**config.mk**
```make
export PLATFORM = sky130hd
export DESIGN_NAME = r5fp_unpack_pipe_flat
export DESIGN_NICKNAME = d
export VERILOG_FILES = /design/src/rtl/r5fp_unpack_pipe_if.sv /design/src/rtl/r5fp_unpack_pipe.sv /design/src/flat_wrapper.sv
export SDC_FILE = /design/constraint.sdc
export NUM_CORES = 1
export LEC_CHECK = 0
export CAP_MARGIN = 10
export CORE_MARGIN = 2
export CORE_UTILIZATION = 45
export DETAILED_ROUTE_END_ITERATION = 10
export GPL_ROUTABILITY_DRIVEN = 0
export HOLD_SLACK_MARGIN = 0.1
export MAX_ROUTING_LAYER = met4
export PLACE_DENSITY_LB_ADDON = 0.25
export SKIP_CTS_REPAIR_TIMING = 1
export SYNTH_ARGS = -nofsm -noshare
export SYNTH_HDL_FRONTEND = slang
export SYNTH_SLANG_ARGS = --single-unit
export TNS_END_PERCENT = 100
```
**constraint.sdc**
```tcl
create_clock -name clk -period 2.8 [get_ports clk]
set_clock_uncertainty 0.05 [all_clocks]
set_input_delay 0.84 -clock clk [delete_from_list [all_inputs] [get_ports clk]]
set_output_delay 0.84 -clock clk [all_outputs]
set_load 0.01 [all_outputs]
```
**src/rtl/r5fp_unpack_pipe_if.sv**
```systemverilog
// Handshake and data bundle for the IEEE operand unpack pipeline.
// The master side feeds operands and drains results; the slave side is the pipeline.
interface r5fp_unpack_pipe_if #(
  parameter int EXP_W = 11,
  parameter int SIG_W = 52,
  parameter int TAG_W = 4
);
  logic                   in_valid;
  logic                   in_ready;
  logic [EXP_W+SIG_W:0]   a;
  logic [2:0]             rnd;
  logic [TAG_W-1:0]       tag_in;

  logic                   out_valid;
  logic                   out_ready;
  logic                   zSign;
  logic [EXP_W:0]         zExp;
  logic [SIG_W:0]         zSig;
  logic [5:0]             zStatus;
  logic [2:0]             rnd_out;
  logic [TAG_W-1:0]       tag_out;

  modport master (
    output in_valid, a, rnd, tag_in, out_ready,
    input  in_ready, out_valid, zSign, zExp, zSig, zStatus, rnd_out, tag_out
  );

  modport slave (
    input  in_valid, a, rnd, tag_in, out_ready,
    output in_ready, out_valid, zSign, zExp, zSig, zStatus, rnd_out, tag_out
  );
endinterface

```
**src/rtl/r5fp_unpack_pipe.sv**
```systemverilog
// Two-stage IEEE operand unpacker: S1 classifies and counts leading zeros,
// S2 normalizes subnormals and registers the unpacked result.
module r5fp_unpack_pipe #(
  parameter int EXP_W = 11,
  parameter int SIG_W = 52,
  parameter int TAG_W = 4
) (
  input logic               clk,
  input logic               rst_n,
  r5fp_unpack_pipe_if.slave bus
);

  localparam int LZ_W = $clog2(SIG_W + 1);
  localparam int ZE_W = EXP_W + 1;

  typedef struct packed {
    logic             sign;
    logic [EXP_W-1:0] exp;
    logic [SIG_W-1:0] frac;
    logic             isZero;
    logic             isInf;
    logic             isQnan;
    logic             isSnan;
    logic             isSub;
    logic [LZ_W-1:0]  lz;
    logic [2:0]       rnd;
    logic [TAG_W-1:0] tag;
  } s1_t;

  logic s1Valid, s2Valid;
  logic s1Adv, s2Adv;
  s1_t  s1D, s1Q;

  // Each stage moves when its successor has room; a full pipe still accepts
  // while the output drains.
  assign s2Adv        = !s2Valid || bus.out_ready;
  assign s1Adv        = !s1Valid || s2Adv;
  assign bus.in_ready = rst_n && s1Adv;

  // ---------------- S1: classify + leading-zero count ----------------
  logic [EXP_W-1:0] inExp;
  logic [SIG_W-1:0] inFrac;
  logic             expZero, expOnes, fracZero;
  logic [LZ_W-1:0]  lzCnt;

  assign inExp    = bus.a[EXP_W+SIG_W-1:SIG_W];
  assign inFrac   = bus.a[SIG_W-1:0];
  assign expZero  = (inExp == '0);
  assign expOnes  = (inExp == '1);
  assign fracZero = (inFrac == '0);

  // NOTE: every always_comb output gets a default before any conditional
  // write, so no path leaves it unassigned and no latch is inferred.
  always_comb begin
    lzCnt = LZ_W'(SIG_W);
    for (int i = 0; i < SIG_W; i++) begin
      if (inFrac[i]) lzCnt = LZ_W'(SIG_W - 1 - i);
    end
  end

  always_comb begin
    s1D.sign   = bus.a[EXP_W+SIG_W];
    s1D.exp    = inExp;
    s1D.frac   = inFrac;
    s1D.isZero = expZero && fracZero;
    s1D.isSub  = expZero && !fracZero;
    s1D.isInf  = expOnes && fracZero;
    s1D.isQnan = expOnes && !fracZero && inFrac[SIG_W-1];
    s1D.isSnan = expOnes && !fracZero && !inFrac[SIG_W-1];
    s1D.lz     = lzCnt;
    s1D.rnd    = bus.rnd;
    s1D.tag    = bus.tag_in;
  end

  // NOTE: sequential state uses non-blocking assignments so every flop
  // samples pre-edge values regardless of block ordering.
  always_ff @(posedge clk or negedge rst_n) begin
    if (!rst_n) begin
      s1Valid <= 1'b0;
      s1Q     <= '0;
    end else if (s1Adv) begin
      s1Valid <= bus.in_valid;
      if (bus.in_valid) s1Q <= s1D;
    end
  end

  // ---------------- S2: normalize + output registers ----------------
  logic [LZ_W:0]    shAmt;
  logic [SIG_W:0]   subSig;
  logic [ZE_W-1:0]  subExp;
  logic [ZE_W-1:0]  zExpD;
  logic [SIG_W:0]   zSigD;
  logic [5:0]       zStatusD;

  assign shAmt  = {1'b0, s1Q.lz} + 1'b1;
  assign subSig = {1'b0, s1Q.frac} << shAmt;
  assign subExp = ZE_W'(1) - ZE_W'(shAmt);

  // Normal, Inf and NaN all share {exp, 1.frac}; an all-ones exponent with a
  // zero fraction already yields the Inf encoding.
  always_comb begin
    zExpD    = {1'b0, s1Q.exp};
    zSigD    = {1'b1, s1Q.frac};
    zStatusD = {1'b0, s1Q.isSub, s1Q.isSnan, s1Q.isQnan, s1Q.isInf, s1Q.isZero};
    if (s1Q.isZero) begin
      zExpD = '0;
      zSigD = '0;
    end else if (s1Q.isSub) begin
      zExpD = subExp;
      zSigD = subSig;
    end
  end

  logic             zSignQ;
  logic [ZE_W-1:0]  zExpQ;
  logic [SIG_W:0]   zSigQ;
  logic [5:0]       zStatusQ;
  logic [2:0]       rndQ;
  logic [TAG_W-1:0] tagQ;

  always_ff @(posedge clk or negedge rst_n) begin
    if (!rst_n) begin
      s2Valid  <= 1'b0;
      zSignQ   <= 1'b0;
      zExpQ    <= '0;
      zSigQ    <= '0;
      zStatusQ <= '0;
      rndQ     <= '0;
      tagQ     <= '0;
    end else if (s2Adv) begin
      s2Valid <= s1Valid;
      if (s1Valid) begin
        zSignQ   <= s1Q.sign;
        zExpQ    <= zExpD;
        zSigQ    <= zSigD;
        zStatusQ <= zStatusD;
        rndQ     <= s1Q.rnd;
        tagQ     <= s1Q.tag;
      end
    end
  end

  assign bus.out_valid = s2Valid;
  assign bus.zSign     = zSignQ;
  assign bus.zExp      = zExpQ;
  assign bus.zSig      = zSigQ;
  assign bus.zStatus   = zStatusQ;
  assign bus.rnd_out   = rndQ;
  assign bus.tag_out   = tagQ;

endmodule

```
**src/flat_wrapper.sv**
```systemverilog
// flat-port wrapper written by rule: the top's interface ports become plain ports
module r5fp_unpack_pipe_flat 
#(
  parameter int EXP_W = 11,
  parameter int SIG_W = 52,
  parameter int TAG_W = 4
)
  (clk, rst_n, bus_in_valid, bus_a, bus_rnd, bus_tag_in, bus_out_ready, bus_in_ready, bus_out_valid, bus_zSign, bus_zExp, bus_zSig, bus_zStatus, bus_rnd_out, bus_tag_out);
  r5fp_unpack_pipe_if #(.EXP_W(EXP_W), .SIG_W(SIG_W), .TAG_W(TAG_W)) bus_i ();
  input logic clk;
  input logic rst_n;
  input wire logic [$bits(bus_i.in_valid)-1:0] bus_in_valid;
  input wire logic [$bits(bus_i.a)-1:0] bus_a;
  input wire logic [$bits(bus_i.rnd)-1:0] bus_rnd;
  input wire logic [$bits(bus_i.tag_in)-1:0] bus_tag_in;
  input wire logic [$bits(bus_i.out_ready)-1:0] bus_out_ready;
  output wire logic [$bits(bus_i.in_ready)-1:0] bus_in_ready;
  output wire logic [$bits(bus_i.out_valid)-1:0] bus_out_valid;
  output wire logic [$bits(bus_i.zSign)-1:0] bus_zSign;
  output wire logic [$bits(bus_i.zExp)-1:0] bus_zExp;
  output wire logic [$bits(bus_i.zSig)-1:0] bus_zSig;
  output wire logic [$bits(bus_i.zStatus)-1:0] bus_zStatus;
  output wire logic [$bits(bus_i.rnd_out)-1:0] bus_rnd_out;
  output wire logic [$bits(bus_i.tag_out)-1:0] bus_tag_out;
  assign bus_i.in_valid = bus_in_valid;
  assign bus_i.a = bus_a;
  assign bus_i.rnd = bus_rnd;
  assign bus_i.tag_in = bus_tag_in;
  assign bus_i.out_ready = bus_out_ready;
  assign bus_in_ready = bus_i.in_ready;
  assign bus_out_valid = bus_i.out_valid;
  assign bus_zSign = bus_i.zSign;
  assign bus_zExp = bus_i.zExp;
  assign bus_zSig = bus_i.zSig;
  assign bus_zStatus = bus_i.zStatus;
  assign bus_rnd_out = bus_i.rnd_out;
  assign bus_tag_out = bus_i.tag_out;
  r5fp_unpack_pipe #(.EXP_W(EXP_W), .SIG_W(SIG_W), .TAG_W(TAG_W)) u_core (.clk(clk), .rst_n(rst_n), .bus(bus_i));
endmodule
```
Yosys cells after proc, flatten, opt, wreduce, memory -nomap -nowiden
Index checks and enable logic that the tools add are counted.

Add/subtract/negate cells: 2. Equal/unequal tests: 1. Shift-type cells: 1. Multiplexer cells: 56. Reduce and logical (&&, ||, !) cells: 17.

Operators by type and width (number): 6-bit two-way mux (51); 53-bit two-way mux (2); 52-bit by 7-bit left shift with 53-bit output (1); 52-bit logical NOT (1); 12-bit two-way mux (2); 11-bit equality test (second input constant) (1); 11-bit logical NOT (1); 1-bit by 7-bit subtractor with 8-bit output (first input constant) (1); 6-bit by 1-bit adder with 7-bit output (second input constant) (1); 1-bit logical AND (7); 1-bit logical NOT (4); 2-bit AND reduction (2); 3-bit two-way mux (1); 1-bit logical OR (2).

Register bits after elaboration: 162. Input port bits: 75.

Longest topological paths before layout
Depth in word-level cells: 52. Gate-level depth with buffers: 12. Depth with buffers taken out: 9.

Worst setup path before layout
No wires, ideal clock.

Kind: reg-to-reg. Start: register u_core.s1Q[8] (netlist name). End: register u_core.zSigQ[24] (netlist: u_core.bus.zSig[24]). Setup time: 126 ps. Arrival: 2261 ps. Path slack: 363 ps. Stages on the path, launching flop included: 10. Clock period less this slack: 2437 ps. Path through: dfrtp_1 -> ha_1 -> buf_6 -> buf_6 -> mux2_2 -> mux2_2 -> a21oi_1 -> o21a_1 -> mux2i_1 -> a221o_1.

Longest elaborated chain between the ends: 4.

Ends and longest elaborated chain: start, declared (line r5fp_unpack_pipe.sv:32) `s1_t s1D, s1Q;`; start signal, assigned (line r5fp_unpack_pipe.sv:80) `s1Q <= '0;`; start signal, assigned (line r5fp_unpack_pipe.sv:83) `if (bus.in_valid) s1Q <= s1D;`; 6-bit by 1-bit adder with 7-bit output (line r5fp_unpack_pipe.sv:95) `assign shAmt = {1'b0, s1Q.lz} + 1'b1;`; 52-bit by 7-bit left shift with 53-bit output (line r5fp_unpack_pipe.sv:96) `assign subSig = {1'b0, s1Q.frac} << shAmt;`; 53-bit two-way mux (line r5fp_unpack_pipe.sv:108) `end else if (s1Q.isSub) begin`; 53-bit two-way mux (line r5fp_unpack_pipe.sv:105) `if (s1Q.isZero) begin`; end signal, assigned (line r5fp_unpack_pipe.sv:135) `zSigQ <= zSigD;`; end, declared (line r5fp_unpack_pipe.sv:116) `logic [SIG_W:0] zSigQ;`.

No other way between the ends. A chain may end at the register's enable or synchronous reset.

Worst setup path after layout
Start: register u_core.s1Q[7] (netlist name). End: register u_core.zSigQ[40] (netlist: u_core.bus.zSig[40]).

The elaborated chain is that of the path after synthesis.

==> run summary <==
==========================================================================================
Outcome                                                                       finished, violations left
Violated checks                                                               negative setup slack
Total number of vias                                                                 10230
Total Die Area                                                                 23960 sq um
Detail Placement HPWL                                                         26660 microns
Final critical-path required period                                               2.840 ns
Initial antenna violation count                                                          0
Number of input and output port buffers inserted                                       154
CTS tree                                                                              done
Layout cells sized above 1                                                          20.93%
Pwr Total                                                                          9586 uW
Slew @ Worst Pin                                                                 0.7397 ns
Largest net degree at the start of global routing                                      115
Effective utilization at floorplan                                                  45.46%
Clock edge transition at the registers on the reported setup and hold paths        0.07 ns
Total negative slack                                                           -0.05008 ns
Relative slew slack                                                                 50.44%
Number of flops mapped to enable cells by yosys                                          0
Row count                                                                               55
Max Clk Rate                                                                     352.1 MHz
N_diodes                                                                                 0
Number of flip-flops and latches in the synthesized netlist                            162
Class of the most critical hold timing path                                   input pin to async pin
Buffer depth of the longest clock path                                                   2
Syn avg cell area                                                              8.865 sq um
Cell chosen for the clock root                                                sky130_fd_sc_hd__clkbuf_16
Portion of the clock cycle consumed by the worst path in the final layout           101.4%
Worst Path Arrival                                                                 3.08 ns
Die width                                                                     154.8 microns
Vias in the first global route                                                        9663
Cell area after technology mapping                                             10230 sq um
Iteration count of the initial detailed-routing pass                                     6
Dominant cell type by area after synthesis                                    sky130_fd_sc_hd__dfrtp_1
Number of levels in the clock H-tree                                                     4
Final count of hold timing violations                                                    0
Detail-routed via count per cell                                                     6.071
Number of instances in the synthesized netlist                                        1154
Number of buffers inserted during clock tree synthesis                                  17
Global-route wire length before repair                                        55060 microns
Chip height                                                                   154.8 microns
RSZ-0062 raised after global routing                                                  true
I/O pin cnt                                                                            156
Clock latency on the worst-skew pair                                               0.44 ns
Post-synth cell types                                                                   72
GRT Resource Usage Total                                                            30.72%
Post-Place Cells                                                                      1643
Number of nets in the layout                                                          1464
Power density over cell area                                                  701.3 nW/um^2
Total wire length                                                             35990 microns
Leading cell types by total area after synthesis                              sky130_fd_sc_hd__dfrtp_1 40%, sky130_fd_sc_hd__mux2i_1 9.2%, sky130_fd_sc_hd__mux2_2 8.4%
Critical path class                                                           register to register
Post-route worst setup slack                                                   -0.03998 ns
Pleak                                                                          0.006020 uW
Type of destination of the critical path                                          register
Core ar.                                                                       22500 sq um
Yosys synthesis warning count                                                            0
Share of synthesized registers carrying an async set or reset                       100.0%
Total DRC errors in the routed layout                                                    0
Startpoint type of the worst setup path                                           register
Final Instance Count excl. Fillers                                                    1685
Number of maximum-capacitance constraint violations                                      0
Area fraction of the dominant cell type after synthesis                             39.63%
First DRT Iteration DRCs                                                              1348
Worst EP required                                                                  3.04 ns
Sequential fraction of the synthesis area                                           39.63%
Ys flop type                                                                  sky130_fd_sc_hd__dfrtp_1
Count of final max-slew check failures                                                   0
Maximum net fanout on the critical path                                                 16
Number of sinks driven by the clock tree                                               162
Setup Viol. Count Final                                                                  5
Antenna-violating nets left                                                              0
Worst vdd ir                                                                     0.4184 mV
Area growth, synth to finish                                                        33.61%
Average detailed-routed wire length per instance                              21.36 microns
GRT Residual Overflow                                                                    0
Post-Syn Nets                                                                         1231
==========================================================================================
state kept, by name, indices dropped and copies added, names as in the netlist:
name and flops:
u_core.bus.tag_out 4, u_core.bus.zStatus 5, u_core.bus.zSign 1, u_core.s1Valid 1, u_core.bus.zExp 12, u_core.bus.rnd_out 3
u_core.s1Q 82, u_core.bus.out_valid 1, u_core.bus.zSig 53
path summary, 6_finish.rpt:
path	startpoint	to	slack [ns]	cells after the start
min	rst_n	u_core.s1Q[17]$_DFFE_PN0P_	0.42	2
max	u_core.s1Q[7]$_DFFE_PN0P_	u_core.bus.zSig[40]$_DFFE_PN0P_	-0.04	11
max in group asynchronous	rst_n	u_core.bus.zSig[39]$_DFFE_PN0P_	1.70	2
min reg2reg	u_core.s1Q[4]$_DFFE_PN0P_	u_core.bus.rnd_out[0]$_DFFE_PN0P_	0.42	2
max reg2reg	u_core.s1Q[7]$_DFFE_PN0P_	u_core.bus.zSig[40]$_DFFE_PN0P_	-0.04	11
min in group clk	u_core.s1Q[4]$_DFFE_PN0P_	u_core.bus.rnd_out[0]$_DFFE_PN0P_	0.42	2
Yosys cell counts, types with 8 or more instances:
| cell type | count |
|---|---|
| sky130_fd_sc_hd__nand2_1 | 226 |
| sky130_fd_sc_hd__dfrtp_1 | 162 |
| sky130_fd_sc_hd__mux2i_1 | 94 |
| sky130_fd_sc_hd__nor2_1 | 92 |
| sky130_fd_sc_hd__a21oi_1 | 91 |
| sky130_fd_sc_hd__mux2_2 | 76 |
| sky130_fd_sc_hd__o21ai_0 | 57 |
| sky130_fd_sc_hd__clkbuf_1 | 43 |
| sky130_fd_sc_hd__nor3_1 | 25 |
| sky130_fd_sc_hd__nor4_1 | 22 |
| sky130_fd_sc_hd__and3_1 | 18 |
| sky130_fd_sc_hd__nand3_1 | 17 |
| sky130_fd_sc_hd__inv_1 | 15 |
| sky130_fd_sc_hd__buf_2 | 14 |
| sky130_fd_sc_hd__a31oi_1 | 12 |
| sky130_fd_sc_hd__buf_4 | 12 |
| sky130_fd_sc_hd__o221ai_1 | 12 |
| sky130_fd_sc_hd__o22ai_1 | 10 |
| sky130_fd_sc_hd__o31ai_1 | 10 |
| sky130_fd_sc_hd__nand2b_1 | 9 |
| sky130_fd_sc_hd__o211ai_1 | 9 |
| sky130_fd_sc_hd__a211oi_1 | 8 |
logic make-up (layout without fill, tap and decap cells):
family | after synthesis | in the layout | share of synthesized area [%]
flops | 162 | 162 | 39.63
xor+xnor | 11 | 11 | 1.309
buf+inv | 97 | 343 | 4.684
other cells | 1 | 1 | 0.03666
fa+ha+maj | 2 | 2 | 0.2446
compound gates | 277 | 277 | 17.29
simple gates | 427 | 427 | 17.94
mux | 177 | 177 | 18.86
cell usage in the layout, fill, tap and decap left out, types with 9 or more instances in the layout:
cell,n
sky130_fd_sc_hd__mux2i_2,12
sky130_fd_sc_hd__o31ai_1,10
sky130_fd_sc_hd__nor4_1,22
sky130_fd_sc_hd__nand2_1,224
sky130_fd_sc_hd__nor2_1,92
sky130_fd_sc_hd__a21oi_1,87
sky130_fd_sc_hd__mux2_2,76
sky130_fd_sc_hd__o221ai_1,12
sky130_fd_sc_hd__o21ai_0,57
sky130_fd_sc_hd__nand2b_1,9
sky130_fd_sc_hd__dfrtp_1,161
sky130_fd_sc_hd__a31oi_1,11
sky130_fd_sc_hd__nor3_1,25
sky130_fd_sc_hd__inv_1,15
sky130_fd_sc_hd__buf_4,128
sky130_fd_sc_hd__buf_12,11
sky130_fd_sc_hd__mux2i_1,83
sky130_fd_sc_hd__o22ai_1,10
sky130_fd_sc_hd__o211ai_1,9
sky130_fd_sc_hd__and3_1,18
sky130_fd_sc_hd__clkdlybuf4s50_1,152
sky130_fd_sc_hd__nand3_1,17
sky130_fd_sc_hd__clkbuf_16,18
stage by stage:
step | hold slack (ns) | cell area (sq um) | util (%) | worst slack [ns]
3_3_place_gp | 0.3959 | 12850 | 57.10 | -0.2688
2_1_floorplan | 0.3886 | 10230 | - | 0.3632
5_1_grt | 0.4322 | 13670 | 60.74 | -0.08231
6_report | 0.4158 | 13670 | 60.74 | -0.03998
4_1_cts | 0.4213 | 13460 | 59.81 | -0.2543
3_5_place_dp | 0.4052 | 12850 | 57.10 | -0.2580
worst max-delay path, cell delays in order, from the launching register on:
cell and delay [ns]:
sky130_fd_sc_hd__dfrtp_2 0.47, sky130_fd_sc_hd__ha_4 0.37, sky130_fd_sc_hd__buf_12 0.17, sky130_fd_sc_hd__mux2_2 0.37, sky130_fd_sc_hd__mux2i_2 0.21, sky130_fd_sc_hd__buf_4 0.20, sky130_fd_sc_hd__mux2i_2 0.09, sky130_fd_sc_hd__a21oi_2 0.23
sky130_fd_sc_hd__buf_4 0.18, sky130_fd_sc_hd__nor2_1 0.05, sky130_fd_sc_hd__a21oi_2 0.16, sky130_fd_sc_hd__o221ai_1 0.13
where the power goes:
group	internal, uW	total [uW]	switching [uW]	leakage (uW)
clock network	1380	2470	1100	0.000300
registers	2700	3090	384	0.00199
logic	1960	4020	2060	0.00373
total	6050	9590	3540	0.00602
layer usage:
| layer | global-route usage (%) | routed length (microns) |
|---|---|---|
| met1 | 42.53 | 15010 |
| met2 | 44.64 | 15750 |
| met3 | 5.856 | 3669 |
| met4 | 12.08 | 1561 |
| met5 | - | 0 |
cell type report:
type | instances | area [sq um]
timing repair buffer | 294 | 2751
inverter | 17 | 63.81
fill | 1912 | 8835
sequential | 162 | 4055
multi-input combinational | 895 | 5832
clock buffer | 19 | 442.9
clock inverter | 13 | 166.4
tap | 285 | 356.6
No activity file was read; power rests on OpenSTA's default activity.
